<file path="src/rtl/row_transfer_controller_if.sv">
// Command, row-buffer read, memory-write and status signals between the row transfer controller and its neighbours.
// Latency: none, wiring only.
// Backpressure: cmd_ready throttles commands, mem_wr_ready stalls the write channel.
interface row_transfer_controller_if #(
  parameter int ADDR_WIDTH = 21
);
  logic [1:0]            command_data;
  logic                  command_data_valid;
  logic                  cmd_ready;
  logic [9:0]            mem_addr;
  logic [31:0]           pixel_data;
  logic                  mem_wr_valid;
  logic                  mem_wr_ready;
  logic [ADDR_WIDTH-1:0] mem_wr_addr;
  logic [31:0]           mem_wr_data;
  logic                  frame_done;
  logic                  frame_buffer_id;
  logic                  seq_error;
  logic                  busy;

  // Controller side
  modport master (
    input  command_data, command_data_valid, pixel_data, mem_wr_ready,
    output cmd_ready, mem_addr, mem_wr_valid, mem_wr_addr, mem_wr_data,
           frame_done, frame_buffer_id, seq_error, busy
  );

  // Environment side: command source, row buffer, memory, display reader
  modport slave (
    output command_data, command_data_valid, pixel_data, mem_wr_ready,
    input  cmd_ready, mem_addr, mem_wr_valid, mem_wr_addr, mem_wr_data,
           frame_done, frame_buffer_id, seq_error, busy
  );
endinterface

</file>
<file path="src/rtl/row_transfer_controller.sv">
// Copies each ready row from the line buffer into one of two frame buffers in external memory.
// Latency: 3 cycles per word minimum (read address, read data, write), plus 1 cycle at each row end.
// Backpressure: a stalled write holds valid/addr/data; commands are refused (cmd_ready low) during a row transfer.
module row_transfer_controller #(
  parameter int FRAME_WIDTH  = 640,
  parameter int FRAME_HEIGHT = 480,
  parameter int ADDR_WIDTH   = 21,
  parameter int FRAME_STRIDE = 'h40000
) (
  input logic                       clk_mem,
  input logic                       reset_n,
  row_transfer_controller_if.master bus
);
  localparam int WORDS_PER_ROW = FRAME_WIDTH / 2;
  localparam int WORD_W        = (WORDS_PER_ROW > 1) ? $clog2(WORDS_PER_ROW) : 1;
  localparam int ROW_W         = $clog2(FRAME_HEIGHT + 1);

  localparam logic [WORD_W-1:0] LAST_WORD = WORD_W'(WORDS_PER_ROW - 1);
  localparam logic [ROW_W-1:0]  ROW_LIMIT = ROW_W'(FRAME_HEIGHT);

  localparam logic [1:0] CMD_FRAME_START = 2'd1;
  localparam logic [1:0] CMD_ROW_READY   = 2'd2;
  localparam logic [1:0] CMD_FRAME_END   = 2'd3;

  typedef enum logic [2:0] {
    IDLE,
    FRAME,
    RD_ADDR,
    RD_DATA,
    WR,
    ROW_END
  } state_t;

  state_t              state;
  logic [ROW_W-1:0]    row;
  logic [WORD_W-1:0]   word;
  logic                wbuf;

  logic                cmd_take;
  logic [WORD_W-1:0]   word_nxt;
  logic [ADDR_WIDTH-1:0] wr_addr_calc;

  assign cmd_take = bus.command_data_valid & bus.cmd_ready;
  assign word_nxt = word + 1'b1;

  // Frame buffer base plus linear pixel-word offset; overflow wraps at the address width.
  assign wr_addr_calc = (wbuf ? ADDR_WIDTH'(FRAME_STRIDE) : '0)
                      + ADDR_WIDTH'(int'(row) * WORDS_PER_ROW)
                      + ADDR_WIDTH'(word);

  // Transfer FSM; every output is a register updated alongside the state.
  always_ff @(posedge clk_mem or negedge reset_n) begin
    if (!reset_n) begin
      state               <= IDLE;
      bus.cmd_ready       <= 1'b1;
      bus.mem_wr_valid    <= 1'b0;
      bus.frame_done      <= 1'b0;
      bus.seq_error       <= 1'b0;
      bus.busy            <= 1'b0;
      bus.mem_addr        <= '0;
      bus.mem_wr_addr     <= '0;
      bus.mem_wr_data     <= '0;
      bus.frame_buffer_id <= 1'b0;
      row                 <= '0;
      word                <= '0;
      wbuf                <= 1'b0;
    end else begin
      bus.frame_done <= 1'b0;
      bus.seq_error  <= 1'b0;
      case (state)
        IDLE: begin
          if (cmd_take) begin
            case (bus.command_data)
              CMD_FRAME_START: begin
                // Write into the buffer the display is not reading.
                row      <= '0;
                wbuf     <= ~bus.frame_buffer_id;
                bus.busy <= 1'b1;
                state    <= FRAME;
              end
              CMD_ROW_READY, CMD_FRAME_END: bus.seq_error <= 1'b1;
              default: ;
            endcase
          end
        end
        FRAME: begin
          if (cmd_take) begin
            case (bus.command_data)
              CMD_FRAME_START: begin
                // Restart the frame in the same buffer.
                bus.seq_error <= 1'b1;
                row           <= '0;
              end
              CMD_ROW_READY: begin
                if (row < ROW_LIMIT) begin
                  // mem_addr is presented for the whole RD_ADDR cycle.
                  word          <= '0;
                  bus.mem_addr  <= '0;
                  bus.cmd_ready <= 1'b0;
                  state         <= RD_ADDR;
                end else begin
                  bus.seq_error <= 1'b1;
                end
              end
              CMD_FRAME_END: begin
                // Short frames are published as-is.
                bus.frame_done      <= 1'b1;
                bus.frame_buffer_id <= wbuf;
                bus.busy            <= 1'b0;
                state               <= IDLE;
              end
              default: ;
            endcase
          end
        end
        RD_ADDR: state <= RD_DATA;
        RD_DATA: begin
          bus.mem_wr_data  <= bus.pixel_data;
          bus.mem_wr_addr  <= wr_addr_calc;
          bus.mem_wr_valid <= 1'b1;
          state            <= WR;
        end
        WR: begin
          if (bus.mem_wr_ready) begin
            bus.mem_wr_valid <= 1'b0;
            if (word == LAST_WORD) begin
              state <= ROW_END;
            end else begin
              word         <= word_nxt;
              bus.mem_addr <= 10'(word_nxt);
              state        <= RD_ADDR;
            end
          end
        end
        ROW_END: begin
          row           <= row + 1'b1;
          bus.cmd_ready <= 1'b1;
          state         <= FRAME;
        end
        default: begin
          bus.cmd_ready    <= 1'b1;
          bus.mem_wr_valid <= 1'b0;
          bus.busy         <= 1'b0;
          state            <= IDLE;
        end
      endcase
    end
  end
endmodule

</file>
<file path="src/flat_wrapper.sv">
// flat-port wrapper written by rule: the top's interface ports become plain ports
module row_transfer_controller_flat 
#(
  parameter int FRAME_WIDTH  = 640,
  parameter int FRAME_HEIGHT = 480,
  parameter int ADDR_WIDTH   = 21,
  parameter int FRAME_STRIDE = 'h40000
)
  (clk_mem, reset_n, bus_command_data, bus_command_data_valid, bus_pixel_data, bus_mem_wr_ready, bus_cmd_ready, bus_mem_addr, bus_mem_wr_valid, bus_mem_wr_addr, bus_mem_wr_data, bus_frame_done, bus_frame_buffer_id, bus_seq_error, bus_busy);
  row_transfer_controller_if #(.ADDR_WIDTH(ADDR_WIDTH)) bus_i ();
  input logic clk_mem;
  input logic reset_n;
  input wire logic [$bits(bus_i.command_data)-1:0] bus_command_data;
  input wire logic [$bits(bus_i.command_data_valid)-1:0] bus_command_data_valid;
  input wire logic [$bits(bus_i.pixel_data)-1:0] bus_pixel_data;
  input wire logic [$bits(bus_i.mem_wr_ready)-1:0] bus_mem_wr_ready;
  output wire logic [$bits(bus_i.cmd_ready)-1:0] bus_cmd_ready;
  output wire logic [$bits(bus_i.mem_addr)-1:0] bus_mem_addr;
  output wire logic [$bits(bus_i.mem_wr_valid)-1:0] bus_mem_wr_valid;
  output wire logic [$bits(bus_i.mem_wr_addr)-1:0] bus_mem_wr_addr;
  output wire logic [$bits(bus_i.mem_wr_data)-1:0] bus_mem_wr_data;
  output wire logic [$bits(bus_i.frame_done)-1:0] bus_frame_done;
  output wire logic [$bits(bus_i.frame_buffer_id)-1:0] bus_frame_buffer_id;
  output wire logic [$bits(bus_i.seq_error)-1:0] bus_seq_error;
  output wire logic [$bits(bus_i.busy)-1:0] bus_busy;
  assign bus_i.command_data = bus_command_data;
  assign bus_i.command_data_valid = bus_command_data_valid;
  assign bus_i.pixel_data = bus_pixel_data;
  assign bus_i.mem_wr_ready = bus_mem_wr_ready;
  assign bus_cmd_ready = bus_i.cmd_ready;
  assign bus_mem_addr = bus_i.mem_addr;
  assign bus_mem_wr_valid = bus_i.mem_wr_valid;
  assign bus_mem_wr_addr = bus_i.mem_wr_addr;
  assign bus_mem_wr_data = bus_i.mem_wr_data;
  assign bus_frame_done = bus_i.frame_done;
  assign bus_frame_buffer_id = bus_i.frame_buffer_id;
  assign bus_seq_error = bus_i.seq_error;
  assign bus_busy = bus_i.busy;
  row_transfer_controller #(.FRAME_WIDTH(FRAME_WIDTH), .FRAME_HEIGHT(FRAME_HEIGHT), .ADDR_WIDTH(ADDR_WIDTH), .FRAME_STRIDE(FRAME_STRIDE)) u_core (.clk_mem(clk_mem), .reset_n(reset_n), .bus(bus_i));
endmodule
</file>
<file path="config.mk">
export PLATFORM = sky130hd
export DESIGN_NAME = row_transfer_controller_flat
export DESIGN_NICKNAME = d
export VERILOG_FILES = /design/src/rtl/row_transfer_controller_if.sv /design/src/rtl/row_transfer_controller.sv /design/src/flat_wrapper.sv
export SDC_FILE = /design/constraint.sdc
export NUM_CORES = 1
export LEC_CHECK = 0
export ABC_AREA = 1
export CAP_MARGIN = 0
export CORE_ASPECT_RATIO = 0.6
export CORE_MARGIN = 4
export CORE_UTILIZATION = 45
export DETAILED_ROUTE_END_ITERATION = 6
export GPL_ROUTABILITY_DRIVEN = 0
export PLACE_DENSITY = 0.74
export SYNTH_ARGS = -nofsm -noshare
export SYNTH_HDL_FRONTEND = slang
export SYNTH_SLANG_ARGS = --single-unit
</file>
<file path="constraint.sdc">
create_clock -name clk_mem -period 5.74 [get_ports clk_mem]
set_clock_uncertainty 0.2 [all_clocks]
set_input_delay 1.148 -clock clk_mem [delete_from_list [all_inputs] [get_ports clk_mem]]
set_output_delay 1.148 -clock clk_mem [all_outputs]
set_load 0.05 [all_outputs]
</file>
* Word-level counts from Yosys, hierarchy flattened *
Cells that the tools add are included.

cells by class
  $add $sub $neg = 4
  bitwise gates (word level) = 5
  reduce and logical (&&, ||, !) cells = 16
  mux-type cells = 44
  multiply operators = 1
  $lt $le $gt $ge = 1
  equal/unequal tests = 21

operators by type and width
  kind                                                   count
  two-way mux 9 bit                                      7
  two-way mux 10 bit                                     5
  case mux 9 bit (2 select lines)                        2
  adder 21 bit                                           1
  adder 21 x 9 -> 21 bit                                 1
  case mux 10 bit (2 select lines)                       1
  two-way mux 19 bit                                     1
  adder 9 x 1 -> 9 bit, second input constant            2
  two-way mux 3 bit                                      6
  case mux 3 bit (6 select lines)                        1
  two-way mux 1 bit                                      15
  inequality test 2 x 1 -> 1 bit, second input constant  7
  multiplier 9 x 3 -> 12 bit, second input constant      1
  AND reduction 6 bit                                    2
  OR reduction 4 bit                                     3
  equality test 9 bit, second input constant             1
  less-than comparator 9 bit, second input constant      1
  AND reduction 3 bit                                    3
  equality test 3 x 2 -> 1 bit, second input constant    2
  equality test 3 bit, second input constant             2
  inequality test 2 bit, second input constant           3
  inequality test 3 x 2 -> 1 bit, second input constant  2
  case mux 1 bit (2 select lines)                        3
  case mux 1 bit (3 select lines)                        2
  other kinds (12)                                       18

word-level totals
  register bits = 91
  input bits = 38

* Longest topological paths before layout *
Gate-level depths: netlist of run 1.

  depth in word-level cells = 5
  gate-level depth with buffers = 15
  gate-level depth less buffers = 15

* Least setup slack after synthesis of run 1 *
Ideal clock, no wire load.

  path kind = register to register
  from = reg u_core.bus.mem_addr[6] (netlist name)
  to = reg u_core.bus.mem_wr_addr[14]
  period minus slack after synthesis = 2.512 ns
  arrival time = 2.177 ns
  data required time = 5.406 ns
  path slack = 3.228 ns
  stages on the path, launching flop included = 13
  setup time = 0.134 ns
  path through = dfrtp_1 -> ha_1 -> inv_1 -> fa_1 -> inv_1 -> nand2_1 -> nand2_1 -> nand2_1 -> nor2_1 -> nand2_1 -> nor2_1 -> xor2_1 -> o21ai_0

RTL lines
  item                  RTL line                          text
  end signal, assigned  row_transfer_controller.sv:119    bus.mem_wr_addr <= wr_addr_calc;
  end, declared         row_transfer_controller_if.sv:24  output cmd_ready, mem_addr, mem_wr_valid, mem_wr_addr, mem_wr_data,

* Final worst setup path of run 1 *
  from = reg u_core.bus.cmd_ready
  to = out bus_cmd_ready

RTL lines
  item                    RTL line                          text
  start, declared         row_transfer_controller_if.sv:24
  start signal, assigned  row_transfer_controller.sv:55     bus.cmd_ready <= 1'b1;
  start signal, assigned  row_transfer_controller.sv:99     bus.cmd_ready <= 1'b0;
  start signal, assigned  row_transfer_controller.sv:137    bus.cmd_ready <= 1'b1;
  end, declared           flat_wrapper.sv:17                output wire logic [$bits(bus_i.cmd_ready)-1:0] bus_cmd_ready;

No word-level cell between the ends.

==> summary.md, run 1 <==
| Metric | Value |
|---|---|
| H-tree lvl count | 3 |
| Initial drt markers | 282 |
| GRT Util Overall | 19.00% |
| Avg WL per Cell | 13.53 um |
| Worst-path clk slew | 0.06 ns |
| Top delay family on crit path | buffers and inverters |
| Detailed Routing Iterations Pass 1 | 5 |
| Ports | 107 |
| Post-DP HPWL | 7.935 mm |
| Cells after Synth | 555 |
| LEAKAGE | 0.002823 uW |
| Die area | 11390 um2 |
| Post-Syn Area | 4364 um2 |
| Commonest cells post-synth | nand2_1 (211), dfrtp_1 (79), inv_1 (56), nor2_1 (30), nand3_1 (29) |
| Via density | 4.906 |
| Critical Path AT | 1.73 ns |
| Largest net degree at the start of global routing | 81 |
| Top post-synthesis cells by area | dfrtp_1 (45%), nand2_1 (18%), ha_1 (6.9%) |
| Hold path cells | 2 |
| Worst-Margin Slew | 0.9864 ns |
| Crit Reg-Reg Endpoint | u_core.bus.mem_wr_addr[14]$_DFFE_PN0P_ |
| # port buffers | 104 |
| Met3 global-route usage | 4.431% |
| Layout cells sized above 1 | 5.936% |
| Total number of vias | 3861 |
| Met2 Resource Use GR | 26.58% |
| Critical Path Source | u_core.bus.cmd_ready$_DFFE_PN1P_ |
| Status | completed |
| Max-cap violation count | 0 |
| Tcrit/Tclk final | 53.70% |
| Fmax | 0.3244 GHz |
| Final #Nets | 716 |
| Setup TNS | 0 ns |
| Slew HR | 34.24% |
| DR DRC count | 0 |
| Worst-path cell chain | clkdlybuf4s50_1 |
| Met1 usage | 29.38% |
| Post-synth top flop | dfrtp_1 |
| Grt total ovfl | 0 |
| Post-CTS Hold Fix Bufs | 0 |
| Worst reg2reg setup slack | 2.83 ns |
| Hold Path Origin | u_core.bus.mem_wr_data[14]$_DFFE_PN0P_ |
| Via count of the first global-routing pass | 3569 |
| Initial Utilization | 46.81% |
| Netlist cell types | 33 |
| Initial antenna violation count | 0 |
| Worst setup EP type | output pin |
| Total wire length | 10.65 mm |
| Maximum vdd drop | 0.3228 mV |
| RSZ-0062 raised after global routing | false |
| Synth Area per Inst | 7.863 um2 |
| Async S/R FF share, synth | 100.0% |
| Worst Hold Class | register to register |
| Clk_lat worst skew | 0.34 ns |
| Root Driver | clkbuf_16 |
| Global-route wire length before repair | 17.66 mm |
| Sequential fraction of the synthesis area | 45.90% |
| CP max FO | 3 |
| Share of the synthesized area in the top cell type | 45.30% |
| GRT Max-Usage Layer | met1 |
| TritonCTS clock tree | done |
| Ys Warns | 0 |
| Most frequent cell after synthesis | nand2_1 |
| Required @ worst endpoint | 4.39 ns |
| Largest area contributor in the netlist | dfrtp_1 |
| CTS Sinks | 80 |
| Post-synthesis register bit count | 80 |
| Setup crit start kind | register |
| N_diodes | 0 |
| EDFF count, synth | 0 |
| Final ANT Viol Nets | 0 |
| Longest Clk Path Bufs | 2 |
| Area growth syn-to-layout | 31.59% |
| Worst r2r src | u_core.row[3]$_DFFE_PN0P_ |
| Clock period minus final worst setup slack | 3.083 ns |
| Crit Path Category | register to output pin |
| Worst R2R Path Depth | 10 |
| Hold Vio Cnt, Final | 0 |
| Die height | 84.28 um |
| Critical Path Max Stage Delay | 0.83 ns |
| Chip width | 135.1 um |
| Setup bufs post-CTS | 0 |
| CORE AREA | 9324 um2 |
| Final core occ | 61.59% |
| CTS buffer count | 9 |
| Fin. max-slew vios | 0 |
| # setup viols final | 0 |
| CP max stage cell | clkdlybuf4s50_1 |
| Hold Crit Endpoint | u_core.bus.mem_wr_data[14]$_DFFE_PN0P_ |
| Core Rows | 27 |
| Pwr per Cell Area | 522.2 nW/um2 |
| Buf+Inv Stages, Crit Path | 1 |
| Post-CTS resize count | 0 |
[worst reg2reg max path, stage by stage, from the launching register on]
cell and delay, ns:
dfrtp_1 0.46, ha_1 0.31, ha_1 0.21, inv_1 0.08, fa_1 0.46, nand3b_1 0.23
nor2_1 0.16, nand2_1 0.09, nor2_1 0.24, xor2_1 0.22, o21ai_0 0.10
[state kept, by name (all words and copies together), names as in the netlist]
signal and flops:
u_core.state 3, u_core.row 9, u_core.bus.mem_addr 9, u_core.bus.seq_error 1, u_core.bus.frame_buffer_id 1, u_core.bus.frame_done 1
u_core.bus.mem_wr_valid 1, u_core.wbuf 1, u_core.bus.mem_wr_data 32, u_core.bus.busy 1, u_core.bus.mem_wr_addr 20, u_core.bus.cmd_ready 1
[kinds of logic (layout without fill, tap and decap cells)]
family	count (synthesis)	count (layout)	share of synthesized area, %
other	1	2	0.08593
xor gates and xnor gates	11	11	2.208
and+or+nand+nor	297	297	28.50
AOI/OAI and AO/OA	58	58	7.511
DFF	80	80	45.90
adders and majority gates	26	26	7.798
buffers and inverters	82	183	7.999
[worst max-delay path by stage]
stage | to | slack (ns) | cells after the start
floorplan | u_core.bus.mem_wr_addr[14]$_DFFE_PN0P_ | 3.23 | 12
global placement | u_core.row[5]$_DFFE_PN0P_ | 2.67 | 11
detailed placement | u_core.row[6]$_DFFE_PN0P_ | 2.56 | 12
CTS | bus_cmd_ready | 2.64 | 1
global route | u_core.bus.mem_wr_addr[14]$_DFFE_PN0P_ | 2.62 | 10
finish | bus_cmd_ready | 2.66 | 1
[metrics by stage]
step	area, um2	worst slack, ns	hold slack (ns)	total power (uW)	instances
finish	5743	2.657	0.2697	2999	787
global route	5743	2.617	0.2926	3171	787
CTS	5743	2.637	0.2729	3018	787
detailed placement	5460	2.560	0.2594	2465	771
global placement	5460	2.668	0.2523	2436	771
floorplan	4368	3.228	0.3036	1946	556
[per-layer routing]
metal	up-vias	part of all wire, %
met5	-	0
met4	0	0.74
met3	9	6.5
met2	116	42
met1	1792	50
li1	1944	-
[cells in the final DEF (no fill, tap or decap), types with 9 or more instances in the layout]
| cell type | Yosys | layout |
|---|---|---|
| ha_1 | 24 | 24 |
| nand3_1 | 29 | 29 |
| dfrtp_1 | 79 | 79 |
| nor2_1 | 30 | 30 |
| xor2_1 | 9 | 9 |
| clkbuf_16 | 0 | 9 |
| clkdlybuf4s50_1 | 0 | 103 |
| o21ai_0 | 28 | 28 |
| inv_1 | 56 | 56 |
| a21oi_1 | 18 | 18 |
| nand2_1 | 211 | 211 |
[final cells by class]
| type | count | area [um2] |
|---|---|---|
| clock buffers | 11 | 242.7 |
| clock inverters | 5 | 40.04 |
| fillers | 816 | 3581 |
| inverters | 62 | 232.7 |
| multi-input cells | 394 | 2016 |
| flip-flops and latches | 80 | 2003 |
| well taps | 130 | 162.7 |
| repair buffers | 105 | 1046 |
[power breakdown]
group | internal (uW) | total (uW) | switching [uW]
combinational | 487 | 1550 | 1070
sequential | 764 | 907 | 143
clock | 308 | 539 | 231
total | 1560 | 3000 | 1440
Power figures use the tool's default switching activity.
==> run 2, diff against run 1 <==
--- a/config.mk
+++ b/config.mk
@@ -12,7 +12,7 @@
 export CORE_UTILIZATION = 45
 export DETAILED_ROUTE_END_ITERATION = 6
 export GPL_ROUTABILITY_DRIVEN = 0
-export PLACE_DENSITY = 0.74
+export PLACE_DENSITY = 0.77
 export SYNTH_ARGS = -nofsm -noshare
 export SYNTH_HDL_FRONTEND = slang
 export SYNTH_SLANG_ARGS = --single-unit
==> constraint.sdc (replaced) <==
create_clock -name clk_mem -period 2.7 [get_ports clk_mem]
set_clock_uncertainty 0.2 [all_clocks]
set_input_delay 0.54 -clock clk_mem [delete_from_list [all_inputs] [get_ports clk_mem]]
set_output_delay 0.54 -clock clk_mem [all_outputs]
set_load 0.05 [all_outputs]
==> summary.md, run 2 (synthesized netlist as in run 1, its figures left out) <==
| Metric | Value |
|---|---|
| Status | completed |
| Setup crit start kind | register |
| Final ANT Viol Nets | 0 (unchanged) |
| Area of the multi-input gates | 2033 um2 (+0.87%) |
| Root Driver | clkbuf_16 |
| Dpl ws | 0.07588 ns (-2.484 ns) |
| Post-DP HPWL | 8.220 mm (+3.6%) |
| N_diodes | 0 (unchanged) |
| Critical Path AT | 2.60 ns (+0.87 ns) |
| Post-CTS Hold Fix Bufs | 0 (unchanged) |
| Core Rows | 27 (unchanged) |
| Maximum vdd drop | 0.6191 mV (+92%) |
| Crit Path Category | register to register |
| Via density | 4.950 (+0.89%) |
| Worst-Margin Slew | 0.5376 ns (-0.4487 ns) |
| Max reg flops | 32 (unchanged) |
| Ports | 107 (unchanged) |
| # port buffers | 104 (unchanged) |
| Slew HR | 64.05% (+30 points) |
| Initial drt markers | 313 (+11%) |
| Setup ws final | 0.1107 ns (-2.547 ns) |
| Clk_lat worst skew | 0.34 ns (about the same) |
| Area growth syn-to-layout | 34.86% |
| CP max stage cell | fa_1 |
| Most frequent cells in the layout | nand2_1 (210), clkdlybuf4s50_1 (103), dfrtp_1 (78) |
| Worst setup EP type | register |
| Total wire length | 11.06 mm (+3.8%) |
| Fmax | 0.3862 GHz |
| CTS buffer count | 9 (unchanged) |
| Fin. max-slew vios | 0 (unchanged) |
| GRT Util Overall | 19.44% (+0.45 points) |
| Clock period minus final worst setup slack | 2.589 ns |
| Die height | 84.28 um (unchanged) |
| Worst reg2reg setup slack | 0.11 ns (-2.72 ns) |
| Chip width | 135.1 um (unchanged) |
| Via count of the first global-routing pass | 3592 (+0.64%) |
| Worst Hold Class | primary input to async pin |
| Die area | 11390 um2 (unchanged) |
| Avg WL per Cell | 13.91 um (+2.8%) |
| LEAKAGE | 0.002888 uW (+2.3%) |
| Top delay family on crit path | adder cells |
| Largest net degree at the start of global routing | 81 (unchanged) |
| Required @ worst endpoint | 2.71 ns (-1.68 ns) |
| Largest registers | u_core.bus.mem_wr_data (32), u_core.bus.mem_wr_addr (20) |
| Fill cells | 802 (-1.7%) |
| Worst-path clk slew | 0.06 ns (about the same) |
| DR DRC count | 0 (unchanged) |
| Hold Vio Cnt, Final | 0 (unchanged) |
| Critical Path Max Stage Delay | 0.45 ns (-0.38 ns) |
| Setup TNS | 0 ns (unchanged) |
| Initial antenna violation count | 0 (unchanged) |
| Global-route wire length before repair | 17.77 mm (+0.62%) |
| Total number of vias | 3935 (+1.9%) |
| Tcrit/Tclk final | 95.90% |
| Final #Nets | 726 (+1.4%) |
| # setup viols final | 0 (unchanged) |
| Worst-path cell chain | ha_1, ha_2, inv_1, fa_1, nand3b_1, nor2_2, nand2_2, nor2_4, xor2_1, o21ai_1 |
| Initial Utilization | 46.81% (unchanged) |
| CTS Sinks | 80 (unchanged) |
| FF/Latch Area | 2004 um2 (about the same) |
| Layout cells sized above 1 | 8.120% (+2.2 points) |
| Detailed Routing Iterations Pass 1 | 5 (unchanged) |
| Pwr per Cell Area | 1120 nW/um2 (+110%) |
| CORE AREA | 9324 um2 (unchanged) |
| Max-cap violation count | 0 (unchanged) |
| Longest Clk Path Bufs | 2 (unchanged) |
| Top reg by flops | u_core.bus.mem_wr_data |
| Buf+Inv Stages, Crit Path | 1 (unchanged) |
| Leading cell type in the layout, fill and taps excluded | nand2_1 |
| H-tree lvl count | 3 (unchanged) |
| CP max FO | 3 (unchanged) |
| Grt total ovfl | 0 (unchanged) |
| TritonCTS clock tree | done |
==> run 2: final cells by class <==
cell class	instances	share of cell area, %
inverter	62	3.954
timing repair buffer	115	19.47
clock inverter	5	1.382
multi-input combinational	394	34.55
clock buffer	9	3.827
sequential	80	34.06
tap	130	2.764
==> run 2: worst paths after layout <==
kind / from / endpoint / depth (start not counted)
worst max-delay path: u_core.row[1]$_DFFE_PN0P_ / u_core.bus.mem_wr_addr[14]$_DFFE_PN0P_ / 10
worst min-delay path: reset_n / u_core.bus.mem_wr_data[13]$_DFFE_PN0P_ / 2
worst max register to register: u_core.row[1]$_DFFE_PN0P_ / u_core.bus.mem_wr_addr[14]$_DFFE_PN0P_ / 10
worst min register to register: u_core.bus.mem_wr_data[6]$_DFFE_PN0P_ / u_core.bus.mem_wr_data[6]$_DFFE_PN0P_ / 2
max in group asynchronous: reset_n / u_core.bus.cmd_ready$_DFFE_PN1P_ / 2
min in group clk_mem: u_core.bus.mem_wr_data[6]$_DFFE_PN0P_ / u_core.bus.mem_wr_data[6]$_DFFE_PN0P_ / 2
==> run 2: power by group <==
group	total (uW)	switching (uW)	internal (uW)
combinational	3410	2330	1080
clock	1270	466	800
sequential	1920	290	1630
==> run 2: stage by stage <==
step	util [%]	cells	cell area (um2)	hold WS (ns)	power [uW]
2_1_floorplan	-	556	4368	0.04441	4138
3_3_place_gp	59.39	778	5538	0.2526	5211
3_5_place_dp	59.39	778	5538	0.2586	5285
4_1_cts	62.68	792	5844	0.03611	6594
5_1_grt	63.12	795	5886	0.04925	6978
6_report	63.12	795	5886	0.01656	6594
==> run 2: worst register-to-register path: stages, from the launching register on <==
cell,delay (ns)
dfrtp_1,0.37
ha_1,0.30
ha_2,0.19
inv_1,0.07
fa_1,0.45
nand3b_1,0.24
nor2_2,0.17
nand2_2,0.10
nor2_4,0.15
xor2_1,0.17
o21ai_1,0.07
==> run 2: routing by layer <==
layer | global-route usage, % | up-vias | part of all wire (%)
li1 | - | 1959 | -
met1 | 29.02 | 1862 | 50
met2 | 27.84 | 102 | 43
met3 | 5.449 | 12 | 6.0
met4 | 4.849 | 0 | 0.97
met5 | 0 | - | 0
==> run 2: timing repair <==
item | CTS | global route
gates resized for setup | 0 | 8
endpoints found under the setup margin | 0 | 3
endpoints found under the hold margin | 0 | 0
setup buffers | 0 | 3
